File: config.mk
export PLATFORM = sky130hd
export DESIGN_NAME = seg7_scan_driver
export DESIGN_NICKNAME = d
export VERILOG_FILES = /design/src/rtl/seg7_scan_driver.sv
export SDC_FILE = /design/constraint.sdc
export NUM_CORES = 1
export LEC_CHECK = 0
export CORE_MARGIN = 2
export CORE_UTILIZATION = 50
export CTS_BUF_LIST = sky130_fd_sc_hd__clkbuf_16
export DETAILED_ROUTE_END_ITERATION = 8
export GPL_TIMING_DRIVEN = 0
export MAX_ROUTING_LAYER = met4
export PLACE_DENSITY_LB_ADDON = 0.08
export SLEW_MARGIN = 20
export SYNTH_ARGS = -nofsm -noshare
export SYNTH_HDL_FRONTEND = slang
export SYNTH_SLANG_ARGS = --single-unit
File: constraint.sdc
create_clock -name i_clk -period 7.1 [get_ports i_clk]
set_input_delay 1.065 -clock i_clk [delete_from_list [all_inputs] [get_ports i_clk]]
set_output_delay 1.065 -clock i_clk [all_outputs]
set_load 0.02 [all_outputs]
File: src/rtl/seg7_scan_driver.sv
`default_nettype none
// ============================================================================
// Module      : seg7_scan_driver
// Description : Drives a two-digit, time-multiplexed, active-low 7-segment
//               display from an 8-bit value. Each digit slot is preceded by
//               an all-off blanking slot to suppress ghosting. New values are
//               taken through a one-entry pending buffer and reach the
//               display only at frame boundaries, so a frame never tears.
// Ports       : i_clk          - clock, rising edge
//               i_rst          - synchronous active-high reset
//               i_value[7:0]   - value to show ([3:0] digit 0, [7:4] digit 1)
//               i_valid        - i_value offered, taken when o_ready is high
//               o_ready        - pending buffer empty
//               o_digitalTube  - segments {g,f,e,d,c,b,a}, 0 = lit
//               o_sel          - digit being driven (0 = low nibble)
// Option      : LEADING_ZERO_BLANK_EN - blank digit 1 when it is zero
// Revision    : 1.0 - initial release
// ============================================================================
module seg7_scan_driver #(
    parameter int DIGIT_CYCLES = 50000,
    parameter int BLANK_CYCLES = 500
) (
    input  logic       i_clk,
    input  logic       i_rst,
    input  logic [7:0] i_value,
    input  logic       i_valid,
    output logic       o_ready,
    output logic [6:0] o_digitalTube,
    output logic       o_sel
);

    localparam int C_MAX_CYCLES = (DIGIT_CYCLES > BLANK_CYCLES) ? DIGIT_CYCLES : BLANK_CYCLES;
    localparam int CW           = $clog2(C_MAX_CYCLES + 1);

    localparam logic [CW-1:0] C_DIGIT_LAST = CW'(DIGIT_CYCLES - 1);
    localparam logic [CW-1:0] C_BLANK_LAST = (BLANK_CYCLES > 0) ? CW'(BLANK_CYCLES - 1) : '0;
    localparam logic [6:0]    C_SEG_OFF    = 7'h7F;

    typedef enum logic [0:0] {
        ST_BLANK = 1'b0,
        ST_SHOW  = 1'b1
    } state_t;

    // With no blanking slot the scan starts directly in SHOW.
    localparam state_t C_STATE_RST = (BLANK_CYCLES == 0) ? ST_SHOW : ST_BLANK;

    state_t        r_state, w_state_nxt;
    logic [CW-1:0] r_cnt,   w_cnt_nxt;
    logic          w_sel_nxt;
    logic [7:0]    r_disp,  w_disp_nxt;
    logic [7:0]    r_pend,  w_pend_nxt;
    logic          w_ready_nxt;
    logic [6:0]    w_seg_nxt;
    logic [3:0]    w_nibble;
    logic          w_boundary;
    logic          w_accept;

    function automatic logic [6:0] decode(input logic [3:0] nib);
        logic [6:0] seg;
        case (nib)
            4'h0:    seg = 7'h40;
            4'h1:    seg = 7'h79;
            4'h2:    seg = 7'h24;
            4'h3:    seg = 7'h30;
            4'h4:    seg = 7'h19;
            4'h5:    seg = 7'h12;
            4'h6:    seg = 7'h02;
            4'h7:    seg = 7'h78;
            4'h8:    seg = 7'h00;
            4'h9:    seg = 7'h10;
            4'hA:    seg = 7'h08;
            4'hB:    seg = 7'h03;
            4'hC:    seg = 7'h46;
            4'hD:    seg = 7'h21;
            4'hE:    seg = 7'h06;
            default: seg = 7'h0E;
        endcase
        return seg;
    endfunction

    // Scan sequencing: slot counter only runs within a slot and restarts
    // on every state change.
    always_comb begin
        w_state_nxt = r_state;
        w_cnt_nxt   = r_cnt + CW'(1);
        w_sel_nxt   = o_sel;
        case (r_state)
            ST_BLANK: begin
                if (r_cnt == C_BLANK_LAST) begin
                    w_state_nxt = ST_SHOW;
                    w_cnt_nxt   = '0;
                end
            end
            default: begin
                if (r_cnt == C_DIGIT_LAST) begin
                    w_state_nxt = (BLANK_CYCLES == 0) ? ST_SHOW : ST_BLANK;
                    w_cnt_nxt   = '0;
                    w_sel_nxt   = ~o_sel;
                end
            end
        endcase
    end

    // Handshake and display update. The boundary is the last clock of the
    // digit-1 slot; an empty buffer on that clock lets an offered value
    // bypass straight into the display register.
    assign w_boundary = (r_state == ST_SHOW) && o_sel && (r_cnt == C_DIGIT_LAST);
    assign w_accept   = i_valid && o_ready;

    always_comb begin
        w_disp_nxt  = r_disp;
        w_pend_nxt  = r_pend;
        w_ready_nxt = o_ready;
        if (w_boundary) begin
            if (!o_ready) begin
                w_disp_nxt  = r_pend;
                w_ready_nxt = 1'b1;
            end else if (w_accept) begin
                w_disp_nxt  = i_value;
            end
        end else if (w_accept) begin
            w_pend_nxt  = i_value;
            w_ready_nxt = 1'b0;
        end
    end

    // Segment output is computed from next-cycle state so the registered
    // bus lines up with the state it belongs to.
    always_comb begin
        w_nibble  = w_sel_nxt ? w_disp_nxt[7:4] : w_disp_nxt[3:0];
        w_seg_nxt = C_SEG_OFF;
        if (w_state_nxt == ST_SHOW) begin
            w_seg_nxt = decode(w_nibble);
`ifdef LEADING_ZERO_BLANK_EN
            if (w_sel_nxt && (w_disp_nxt[7:4] == 4'h0)) begin
                w_seg_nxt = C_SEG_OFF;
            end
`endif
        end
    end

    always_ff @(posedge i_clk) begin
        if (i_rst) begin
            r_state       <= C_STATE_RST;
            r_cnt         <= '0;
            o_sel         <= 1'b0;
            o_digitalTube <= C_SEG_OFF;
            o_ready       <= 1'b1;
            r_disp        <= 8'h00;
            r_pend        <= 8'h00;
        end else begin
            r_state       <= w_state_nxt;
            r_cnt         <= w_cnt_nxt;
            o_sel         <= w_sel_nxt;
            o_digitalTube <= w_seg_nxt;
            o_ready       <= w_ready_nxt;
            r_disp        <= w_disp_nxt;
            r_pend        <= w_pend_nxt;
        end
    end

endmodule
`default_nettype wire

==> out/metrics.yaml <==
rows: 23
finalSetupViolCount: 0
drt_iter0_markers: 93
drv_cap: 0
relSlewSlack_pct: 60.65
fin_cells: 316
synth_area_um2: 2135
cts_tree: "done"
critical_path_class: "in2reg"
place_area_um2: 2377
multi_input_area_um2: 1210
status: "finished clean"
vias: 1784
drive_above_1_share_pct: 8.271
via_per_inst: 5.646
syn_to_final_growth_pct: 17.82
layout_commonest_cell: "dfxtp_1"
synthArstFlopShare_pct: 0
tightest_slew_ns: 0.5889
cts_resized: 0
die_x_um: 69.34
ir_worst_vdd_uv: 134.1
drt_pre_antenna_iters: 4
drc: 0
seq_area_um2: 840.8
place.gp.congestion: 0.7930
synth_top_cell_by_area: "dfxtp_1"
crit_fanout: 10
design_area_um2: 2515
layout_common_cells: "dfxtp_1 (42), nor2_1 (36), clkdlybuf4s50_1 (18)"
port_buffers: 18
crit_path_start_kind: "primary input"
endpoint_kind: "flop"
cts_buffers: 5
syn_nets: 258
hpwl_um: 3073
yosysTopAreaCellShare_pct: 39.39
finalHoldViolations: 0
cts_setup_buffers: 0
io_pins: 20
synthCells: 240
grt_antenna_before_repair: 0
die_h_um: 69.34
avgSynthCellArea_um2: 8.894
synth.area.top_cells: "dfxtp_1 (39%), nor2_1 (6.3%), mux2i_1 (5.6%), ha_1 (4.1%), xor2_1 (4.1%)"
hold_buffers: 0
grt.total_usage_pct: 19.94
ys_types: 53
antenna_cells: 0
fmax_mhz: 279.7
grt_pass1_wl_um: 7679
ys.flop_type: "dfxtp_1"
fin_skew_ns: 0.003227
die_area_um2: 4808
synth_seq_cells: 42
core_area_um2: 4058
antenna_left: 0
rsz0062_at_grt: "no"
critPathRequiredTime_ns: 7.21
grt_pass1_vias: 1686
setup-tns-final_ns: 0
clock-sinks: 42
synth_seq_area_share_pct: 39.39
powerDensity_nw_per_um2: 193.2
final_util_pct: 61.98
cts_buffer_depth: 2
wl_per_cell_um: 13.78
period_share_pct: 50.35
p_total_uw: 486.0
grt-ovfl-total: 0
clkLatencyLatePin_ns: 0.28
dpl.cell_count: 308
slew_viol_final: 0
finalCriticalPeriod_ns: 3.575
initial_core_util_pct: 52.61
nets: 283
cts_max_level: 2
worst_hold_path_type: "reg2reg"
cp.arrival_ns: 3.69
cts.clk_slew.worst_paths_ns: 0.06
clockRootBuffer: "clkbuf_16"
fill_cells: 360
ys_warn_count: 0
grt_max_degree: 13
leakagePower_nw: 0.9463
drt-total-wl_um: 4356
synth_edf_count: 0
worst paths after layout:
check / start / endpoint / slack, ns / cells after the start
max: i_valid / o_digitalTube[0] / 3.53 / 11
min: r_cnt[0] / r_cnt[0] / 0.45 / 1
max reg2reg: o_ready / o_digitalTube[0] / 4.12 / 11
min reg2reg: r_cnt[0] / r_cnt[0] / 0.45 / 1
cells by family after synthesis:
group                      share of synthesized area (%)
xor gates and xnor gates                           6.096
AOI/OAI and AO/OA                                  12.90
buffers and inverters                              3.927
adders and majority gates                          4.103
and+or+nand+nor                                    26.55
DFF                                                39.39
muxes                                              7.034
sequential cells by signal (all words and copies together) (netlist names):
name	cells
r_disp	8
r_state	1
r_pend	8
o_digitalTube	7
o_sel	1
r_cnt	16
o_ready	1
power by group:
group          total, mW  internal (mW)  switching [mW]
registers          0.243          0.240         0.00288
clock network      0.212          0.127          0.0852
logic             0.0307         0.0143          0.0164
total              0.486          0.381           0.105
worst max-delay path, stage by stage:
cell and delay [ns]:
clkdlybuf4s50_1 0.44, clkbuf_1 0.23, and3b_1 0.23, o21ai_0 0.33
a21oi_1 0.13, a211oi_2 0.44, inv_1 0.16, ha_1 0.26
o21a_1 0.12, o21ai_0 0.14, o2111ai_1 0.13
stage by stage:
step,setup WS [ns],hold WS (ns)
final,3.525,0.4536
after global routing,3.225,0.4832
after CTS,3.546,0.4590
after detailed placement,3.259,0.4458
after global placement,3.287,0.4455
after floorplan,4.201,0.4261
cell type report:
class                      instances  share of cell area [%]
multi-input combinational        178                   48.11
sequential                        42                   33.43
tap                               50                   2.488
buffer                            10                   1.841
clock inverter                     3                  0.4975
inverter                          10                   1.493
clock buffer                       5                   4.975
timing repair buffer              18                   7.164
layer usage:
layer | wire length (um) | share of wire [%] | track usage, %
met5 | 0 | 0 | -
met4 | 19 | 0.44 | 5.447
met3 | 143 | 3.3 | 4.360
met2 | 1964 | 45 | 29.70
met1 | 2229 | 51 | 27.40
synth_stat cells, types with 2 or more instances:
cell type / instances
a211oi_1: 2
a21oi_1: 10
a221oi_1: 3
and3_2: 2
and4_1: 2
and4bb_2: 2
clkbuf_1: 8
dfxtp_1: 42
ha_1: 7
inv_1: 10
mux2_4: 2
mux2i_1: 12
nand2_1: 14
nand2b_1: 2
nand3_1: 7
nand3b_1: 5
nand4_1: 4
nor2_1: 36
nor2b_1: 4
nor3_1: 4
nor3b_1: 2
o21ai_0: 11
o221ai_1: 5
or2_2: 2
or3_1: 3
xnor2_1: 3
xor2_1: 10
No activity file was read; power rests on OpenSTA's default activity.
